`src/rtl/serial_sub_pkg.sv`:
```
// rtl/serial_sub_pkg.sv - shared types and constants for the bit-serial subtractor
package serial_sub_pkg;

    typedef enum logic [1:0] {
        IDLE  = 2'd0,
        SHIFT = 2'd1,
        DONE  = 2'd2
    } state_t;

    localparam int DEFAULT_WIDTH = 6;

    function automatic int sat_min(input int w);
        return -(1 << (w - 1));
    endfunction

    function automatic int sat_max(input int w);
        return (1 << (w - 1)) - 1;
    endfunction

endpackage

```
`src/rtl/serial_sub_if.sv`:
```
// rtl/serial_sub_if.sv - start/busy/done operand and result bundle of serial_sub
interface serial_sub_if import serial_sub_pkg::*; #(
    parameter int WIDTH = DEFAULT_WIDTH
);
    logic             start;
    logic [WIDTH-1:0] a;
    logic [WIDTH-1:0] b;
    logic             busy;
    logic             done;
    logic [WIDTH-1:0] diff;
    logic             overflow;

    modport master (output start, a, b, input busy, done, diff, overflow);
    modport slave  (input start, a, b, output busy, done, diff, overflow);
endinterface

```
`src/rtl/serial_sub_full_adder_bit.sv`:
```
// rtl/serial_sub_full_adder_bit.sv - 1-bit combinational full adder for the serial datapath
module full_adder_bit (
    input  logic a,
    input  logic b,
    input  logic cin,
    output logic s,
    output logic cout
);
    assign s    = a ^ b ^ cin;
    assign cout = (a & b) | (cin & (a ^ b));
endmodule

```
`src/rtl/serial_sub.sv`:
```
// rtl/serial_sub.sv - bit-serial signed subtractor diff = a + ~b + 1, LSB first
// SERIAL_SUB_SAT_EN: saturate diff on overflow instead of wrapping.
module serial_sub import serial_sub_pkg::*; #(
    parameter int WIDTH = DEFAULT_WIDTH
) (
    input  logic      clk,
    input  logic      rst,
    serial_sub_if.slave bus
);
    localparam int            CW       = $clog2(WIDTH);
    localparam logic [CW-1:0] LAST_BIT = CW'(WIDTH - 1);

    state_t           state_q;
    logic [WIDTH-1:0] a_sh_q;
    logic [WIDTH-1:0] b_sh_q;
    logic [WIDTH-2:0] res_q;
    logic [CW-1:0]    cnt_q;
    logic             carry_q;
    logic             busy_q;
    logic             done_q;
    logic [WIDTH-1:0] diff_q;
    logic             ovf_q;

    logic             sum_d;
    logic             cout_d;
    logic             ovf_d;
    logic [WIDTH-1:0] res_d;
    logic [WIDTH-1:0] diff_d;

    full_adder_bit u_fa (
        .a    (a_sh_q[0]),
        .b    (b_sh_q[0]),
        .cin  (carry_q),
        .s    (sum_d),
        .cout (cout_d)
    );

    // On the last bit, carry_q is the carry into the MSB and a_sh_q[0] is the minuend sign.
    always_comb begin
        res_d  = {sum_d, res_q};
        ovf_d  = carry_q ^ cout_d;
        diff_d = res_d;
`ifdef SERIAL_SUB_SAT_EN
        if (ovf_d) begin
            diff_d = a_sh_q[0] ? WIDTH'(sat_min(WIDTH)) : WIDTH'(sat_max(WIDTH));
        end
`endif
    end

    always_ff @(posedge clk or posedge rst) begin
        if (rst) begin
            state_q <= IDLE;
            a_sh_q  <= '0;
            b_sh_q  <= '0;
            res_q   <= '0;
            cnt_q   <= '0;
            carry_q <= 1'b0;
            busy_q  <= 1'b0;
            done_q  <= 1'b0;
            diff_q  <= '0;
            ovf_q   <= 1'b0;
        end else begin
            case (state_q)
                IDLE, DONE: begin
                    done_q <= 1'b0;
                    if (bus.start) begin
                        a_sh_q  <= bus.a;
                        b_sh_q  <= ~bus.b;
                        carry_q <= 1'b1;
                        cnt_q   <= '0;
                        busy_q  <= 1'b1;
                        state_q <= SHIFT;
                    end else begin
                        state_q <= IDLE;
                    end
                end
                SHIFT: begin
                    a_sh_q  <= a_sh_q >> 1;
                    b_sh_q  <= b_sh_q >> 1;
                    res_q   <= res_d[WIDTH-1:1];
                    carry_q <= cout_d;
                    cnt_q   <= cnt_q + 1'b1;
                    if (cnt_q == LAST_BIT) begin
                        diff_q  <= diff_d;
                        ovf_q   <= ovf_d;
                        busy_q  <= 1'b0;
                        done_q  <= 1'b1;
                        state_q <= DONE;
                    end
                end
                default: begin
                    busy_q  <= 1'b0;
                    done_q  <= 1'b0;
                    state_q <= IDLE;
                end
            endcase
        end
    end

    assign bus.busy     = busy_q;
    assign bus.done     = done_q;
    assign bus.diff     = diff_q;
    assign bus.overflow = ovf_q;
endmodule

```
`src/flat_wrapper.sv`:
```
// flat-port wrapper written by rule: the top's interface ports become plain ports
module serial_sub_flat import serial_sub_pkg::*;
#(
    parameter int WIDTH = DEFAULT_WIDTH
)
  (clk, rst, bus_start, bus_a, bus_b, bus_busy, bus_done, bus_diff, bus_overflow);
  serial_sub_if #(.WIDTH(WIDTH)) bus_i ();
  input  logic clk;
  input  logic rst;
  input wire logic [$bits(bus_i.start)-1:0] bus_start;
  input wire logic [$bits(bus_i.a)-1:0] bus_a;
  input wire logic [$bits(bus_i.b)-1:0] bus_b;
  output wire logic [$bits(bus_i.busy)-1:0] bus_busy;
  output wire logic [$bits(bus_i.done)-1:0] bus_done;
  output wire logic [$bits(bus_i.diff)-1:0] bus_diff;
  output wire logic [$bits(bus_i.overflow)-1:0] bus_overflow;
  assign bus_i.start = bus_start;
  assign bus_i.a = bus_a;
  assign bus_i.b = bus_b;
  assign bus_busy = bus_i.busy;
  assign bus_done = bus_i.done;
  assign bus_diff = bus_i.diff;
  assign bus_overflow = bus_i.overflow;
  serial_sub #(.WIDTH(WIDTH)) u_core (.clk(clk), .rst(rst), .bus(bus_i));
endmodule
```
`config.mk`:
```
export PLATFORM = sky130hd
export DESIGN_NAME = serial_sub_flat
export DESIGN_NICKNAME = d
export VERILOG_FILES = /design/src/rtl/serial_sub_pkg.sv /design/src/rtl/serial_sub_if.sv /design/src/rtl/serial_sub_full_adder_bit.sv /design/src/rtl/serial_sub.sv /design/src/flat_wrapper.sv
export SDC_FILE = /design/constraint.sdc
export NUM_CORES = 1
export LEC_CHECK = 0
export CAP_MARGIN = 15
export CORE_AREA = 10 10 83 78
export DETAILED_ROUTE_END_ITERATION = 7
export DIE_AREA = 0 0 93 88
export GPL_TIMING_DRIVEN = 0
export SYNTH_ARGS = -nofsm -noshare
export SYNTH_HDL_FRONTEND = slang
export SYNTH_HIERARCHICAL = 1
export SYNTH_SLANG_ARGS = --single-unit
```
`constraint.sdc`:
```
create_clock -name clk -period 1.7 [get_ports clk]
set_clock_uncertainty 0.05 [all_clocks]
set_input_delay 0.255 -clock clk [delete_from_list [all_inputs] [get_ports clk]]
set_output_delay 0.255 -clock clk [all_outputs]
set_load 0.05 [all_outputs]
```
==> run metrics, run 1 <==
Required @ worst endpoint=about 1400 ps; Setup TNS=0 ps; first-pass GRT wire length=~5100 um; Iter 0 DRT Violations=just over 40; crit path time final=roughly 1600 ps; max cap viols=0; CP max-delay cell=dlygate4sd2_1; period utilisation layout=91.63%; Clk pwr share=between 15 and 20%; delay-heaviest family, CP=buffers and inverters; FF-to-FF path depth=3; Tightest Pin Transition=497.4 ps; cts hold-fix bufs=0; Total Routing Usage GR=7.856%; Comb pwr share=45.4%; # setup viols final=0; share of cells above drive strength 1=between 10 and 15%; Worst-Skew Late Latency=270 ps; Final ANT Viol Nets=0; Power Dens Cells=1860 nW/um^2; initial antenna violation count=0; Placed Area=~1700 sq um; peak supply drop=864.1 uV; reg-to-reg slack, setup=around 320 ps; DR WL/cell=12.71 um; area fraction of the dominant cell type after synthesis=a little under three fifths; Routed WL=about 2900 um; routed wl met3=just under 200 um; CTS tree=yes; top post-synthesis cells by area=dfrtp_1 56%, nand2_1 8.5%, mux2_2 4.9%, nor3b_1 2.7%, o21ai_0 2.5%; fmax=roughly 0.64 GHz; syn nets=147; largest net degree at the start of global routing=23; ys async rst share=100.0%; leak pwr=0.8457 nW; reg2reg end=u_core/bus.diff[5]; clock slew at reported path FFs=~60 ps; drt via density=4.478; Post-CTS Setup Bufs=0; Sw Share=between 40% and 50%; total grt overflow=0; Final Hold Fails=0; final number of max-transition violations=0; post-synth cell types=31; Synth Warn #=6; Crit path buffers/inverters=1; most frequent cells in the layout=31 x nand2_1, 31 x dfrtp_1, 14 x clkdlybuf4s50_1; Crit. End Element=output pin; Routed met2 length=approximately 1400 um; RePlAce Congestion=0.7306; CP Cell Sequence=dlygate4sd2_1; sequential fraction of the synthesis area=56.41%; sequential share of power=38.4%; dpl hpwl=between 2000 and 2500 um; H-tree depth=2; CP max FO=6; Final Cell Area=about 1800 sq um; NetSw=1.386 mW; Crit path largest cell delay=~560 ps; critical path type=reg -> out; Slew headroom=about two thirds; CTS max path bufs=2; die area=8184 sq um; root buf cell=clkbuf_8; die width=93 um; Synth Instances=about 130; initial core utilization=28.98%; area of the mapped netlist=about 1400 sq um; synthesized flop and latch total=31; n_diodes=0; RR Startpoint=u_core/cnt_q[0]; row count=24; min-delay worst type=in -> async; status=finished clean; Met1 Wirelength=1285 um; RSZ-0062 raised after global routing=no; Area Overhead vs Synth=29.75%; number of global-route vias before repair=1100; # IOs=24; Synth Area per Inst=around 11 sq um; Post-synth EDFFs=0; critical path data arrival time=between 1000 and 1500 ps; Main synth FF type=dfrtp_1; port bufs=23; Num CTS Buffers=5; DRC errors left=0; Via Count=approximately 1000; cell taking the most area after synthesis=dfrtp_1; core area=approximately 4700 sq um; CP Launch Type=flop; P_int=slightly below 2 mW; Top Metal Used=met4; Die Span Y=roughly 88 um; # nets final=178; CTS Sinks=31; first drt pass iteration count=4
-- cells by family after synthesis --
| group | after synthesis | share of synthesized area [%] |
|---|---|---|
| and+or+nand+nor | 54 | 19.75 |
| xor gates and xnor gates | 2 | 1.274 |
| muxes | 6 | 4.913 |
| buffers and inverters | 10 | 4.549 |
| DFF | 31 | 56.41 |
| AOI/OAI and AO/OA | 23 | 9.827 |
| adders and majority gates | 3 | 3.275 |
-- worst max-delay path by stage --
stage / from / slack [ps] / end / cells after the start
after CTS: u_core/bus.done / 130 / bus_done / 1
after global placement: rst / -30 / u_core/cnt_q[0] / 2
final: u_core/bus.done / 140 / bus_done / 1
after floorplan: u_core/bus.done / 260 / u_core/bus.diff[0] / 2
after global routing: u_core/bus.done / 70 / bus_done / 1
after detailed placement: bus_start / 90 / u_core/a_sh_q[5] / 5
-- cell type report --
type,count,area (sq um)
Tap cell,65,81.33
Timing Repair Buffer,24,246.5
Clock buffer,7,76.32
Buffer,7,51.30
Multi-Input combinational cell,88,536.8
Fill cell,498,2960
Clock inverter,1,5.005
Inverter,3,11.26
Sequential cell,31,775.7
-- through the flow --
| stage | util, % | cells | setup slack, ps | total power [mW] | hold slack (ps) |
|---|---|---|---|---|---|
| after CTS | 37.61 | 226 | 128.0 | 3.371 | 258.0 |
| after detailed placement | 36.13 | 218 | 90.43 | 2.880 | 423.8 |
| after global routing | 37.61 | 226 | 72.19 | 3.610 | 311.6 |
| final | 37.61 | 226 | 142.3 | 3.319 | 245.8 |
| after floorplan | - | 129 | 255.0 | 2.402 | 287.5 |
| after global placement | 35.55 | 217 | -28.75 | 2.809 | 408.7 |
-- flip-flops by register name (all words and copies together) (netlist names) --
register,count
u_core/bus.done,1
u_core/b_sh_q,6
u_core/carry_q,1
u_core/bus.busy,1
u_core/bus.diff,6
u_core/bus.overflow,1
u_core/a_sh_q,6
u_core/res_q,5
u_core/state_q,1
u_core/cnt_q,3
-- synth_stat cells, drive strengths merged (2+ instances only) --
cell type / number
a21oi: 5
a31oi: 5
buf: 6
dfrtp: 31
ha: 2
inv: 3
mux2: 6
nand2: 31
nand2b: 2
nor2: 9
nor3b: 5
o21ai: 9
o2bb2ai: 2
-- repair_timing --
action / in CTS / in global routing
setup endpoints to repair: 9 / 0
gates resized for setup: 9 / 0
hold endpoints to repair: 0 / 0
-- metal layers --
metal,up-vias,global-route usage (%)
met5,-,0
met4,0,3.501
met3,4,3.251
met2,28,12.60
met1,489,9.032
li1,491,-
-- power by group through the flow --
stage                     combinational, mW  clock [mW]  sequential, mW
final                                  1.51       0.538            1.27
after global routing                   1.68       0.598            1.33
after CTS                              1.53       0.558            1.28
after detailed placement               1.59           0            1.29
after global placement                 1.53           0            1.27
after floorplan                       0.842           0            1.56
Power figures use the tool's default switching activity.
==> run 2, diff against run 1 <==
TNS_END_PERCENT = 50   (was unset)
==> results of run 2 <==
No change in the layout: final DEF, timing and power equal those of run 1.
==> edit, RTL diff (config.mk and constraints of run 1) <==
Set the package constant `DEFAULT_WIDTH` to 12 (it was 6).
--- a/src/rtl/serial_sub_pkg.sv
+++ b/src/rtl/serial_sub_pkg.sv
@@ -8,5 +8,5 @@
     } state_t;
 
-    localparam int DEFAULT_WIDTH = 6;
+    localparam int DEFAULT_WIDTH = 12;
 
     function automatic int sat_min(input int w);
Interface: changed (resized bus_a, bus_b and bus_diff); port bits go from 24 to 42. No check against the original RTL was run, so the function may have changed too.
==> edit against run 1 <==
- design area increased by 64%
- sequential cell count increased by 25
- area after synthesis increased by 69%
- setup slack got worse by 0.042 ns
- clock power increased by 58%
- largest cell class unchanged
- highest routed layer unchanged
- wire length increased by 74%
- count of clock-buffer cells in the layout decreased by 2
- total power increased by 66%
==> edit: results (changes against run 1) <==
- Layout cell share with drive strength beyond 1: 0.155 (+0.0181)
- Largest cells by area after synthesis: dfrtp_1 (60%), nand2_1 (7.3%), mux2_4 (5.2%)
- Met1 Use GR: 0.155 (+0.0642)
- # nets final: 280 (+57%)
- Met2 Use GR: 0.208 (+0.0815)
- First-pass GRT wire length: 8.47 mm (+65%)
- Vias: 1648 (+63%)
- Placed Area: 0.00283 mm² (+65%)
- Vias in the first global route: 1703 (+55%)
- Worst relative slew slack: 0.656 (-0.0135)
- Placed insts: 307 (+41%)
- Post-synth top cells: dfrtp_1 (56), nand2_1 (45), nor2_1 (14), nand3_1 (13)
- Register bit total from synthesis: 56 (+81%)
- Setup CP Type: flop to flop
- Syn_nets: 229 (+56%)
- Buffer share of cell area: 0.171 (+0.00368)
- WL final: 4.99 mm (+74%)
- Post-Syn Instances: 200 (+55%)
- Multi-Input Combinational: 129 (+47%)
- Peak VDD IR: 832 µV (-3.7%)
- Fraction of area in multi-input gates: 0.285 (-0.0160)
- Met3 usage: 0.0590 (+0.0265)
- Status: finished, final reports clean
- Leakage Power: 1.42 nW (+68%)
- Clock buffers and inverters, area share: 0.0380 (-0.00763)
- Area grow syn2layout: 26.6%
- Sequential cell area: 0.00140 mm² (+81%)
- WL/cell: 15.7 µm (+24%)
edit: changes by cell type after synthesis, moves of 3 or more:
cell | before | now
dfrtp_1 | 31 | 56
nand2_1 | 31 | 45
nand3_1 | 1 | 13
a221o_1 | 0 | 11
a22oi_1 | 0 | 11
mux2_4 | 0 | 8
nor2_1 | 8 | 14
a31oi_1 | 5 | 0
buf_2 | 2 | 7
nor3b_1 | 5 | 0
a21oi_1 | 5 | 2
clkbuf_1 | 1 | 4
o21ai_0 | 7 | 4
edit: critical path, stage by stage, from the launching register on:
cell and delay (ns):
dfrtp_1 0.37, ha_2 0.18, and3b_2 0.21, and2_4 0.14
buf_6 0.18, mux2_2 0.35
edit: report_power, final:
part / leakage (nW) / total [mW] / internal, mW / switching [mW]
logic: 0.666 / 2.38 / 0.958 / 1.42
clock network: 0.0541 / 0.852 / 0.436 / 0.416
registers: 0.703 / 2.29 / 1.92 / 0.373
edit: what timing repair did:
action	CTS	global route
pin swaps	0	1
hold buffers	0	0
endpoints found under the setup margin	23	16
buffers inserted	1	2
gates resized for setup	15	5
edit: path summary, 6_finish.rpt:
path / to / slack [ns] / cells past startpoint
setup / recovery: u_core/bus.diff[9] / 0.10 / 5
hold / removal: u_core/bus.diff[1] / 0.22 / 2
setup reg to reg: u_core/bus.diff[9] / 0.10 / 5
hold reg to reg: u_core/b_sh_q[11] / 0.45 / 1
max in group asynchronous: u_core/a_sh_q[2] / 0.84 / 3
min in group clk: u_core/b_sh_q[11] / 0.44 / 2
edit: kinds of logic after synthesis:
logic type | share of synthesized area
xor+xnor | 0.00378
mux | 0.0756
buf+inv | 0.0383
flops | 0.605
fa+ha+maj | 0.0140
compound gates | 0.111
simple gates | 0.153
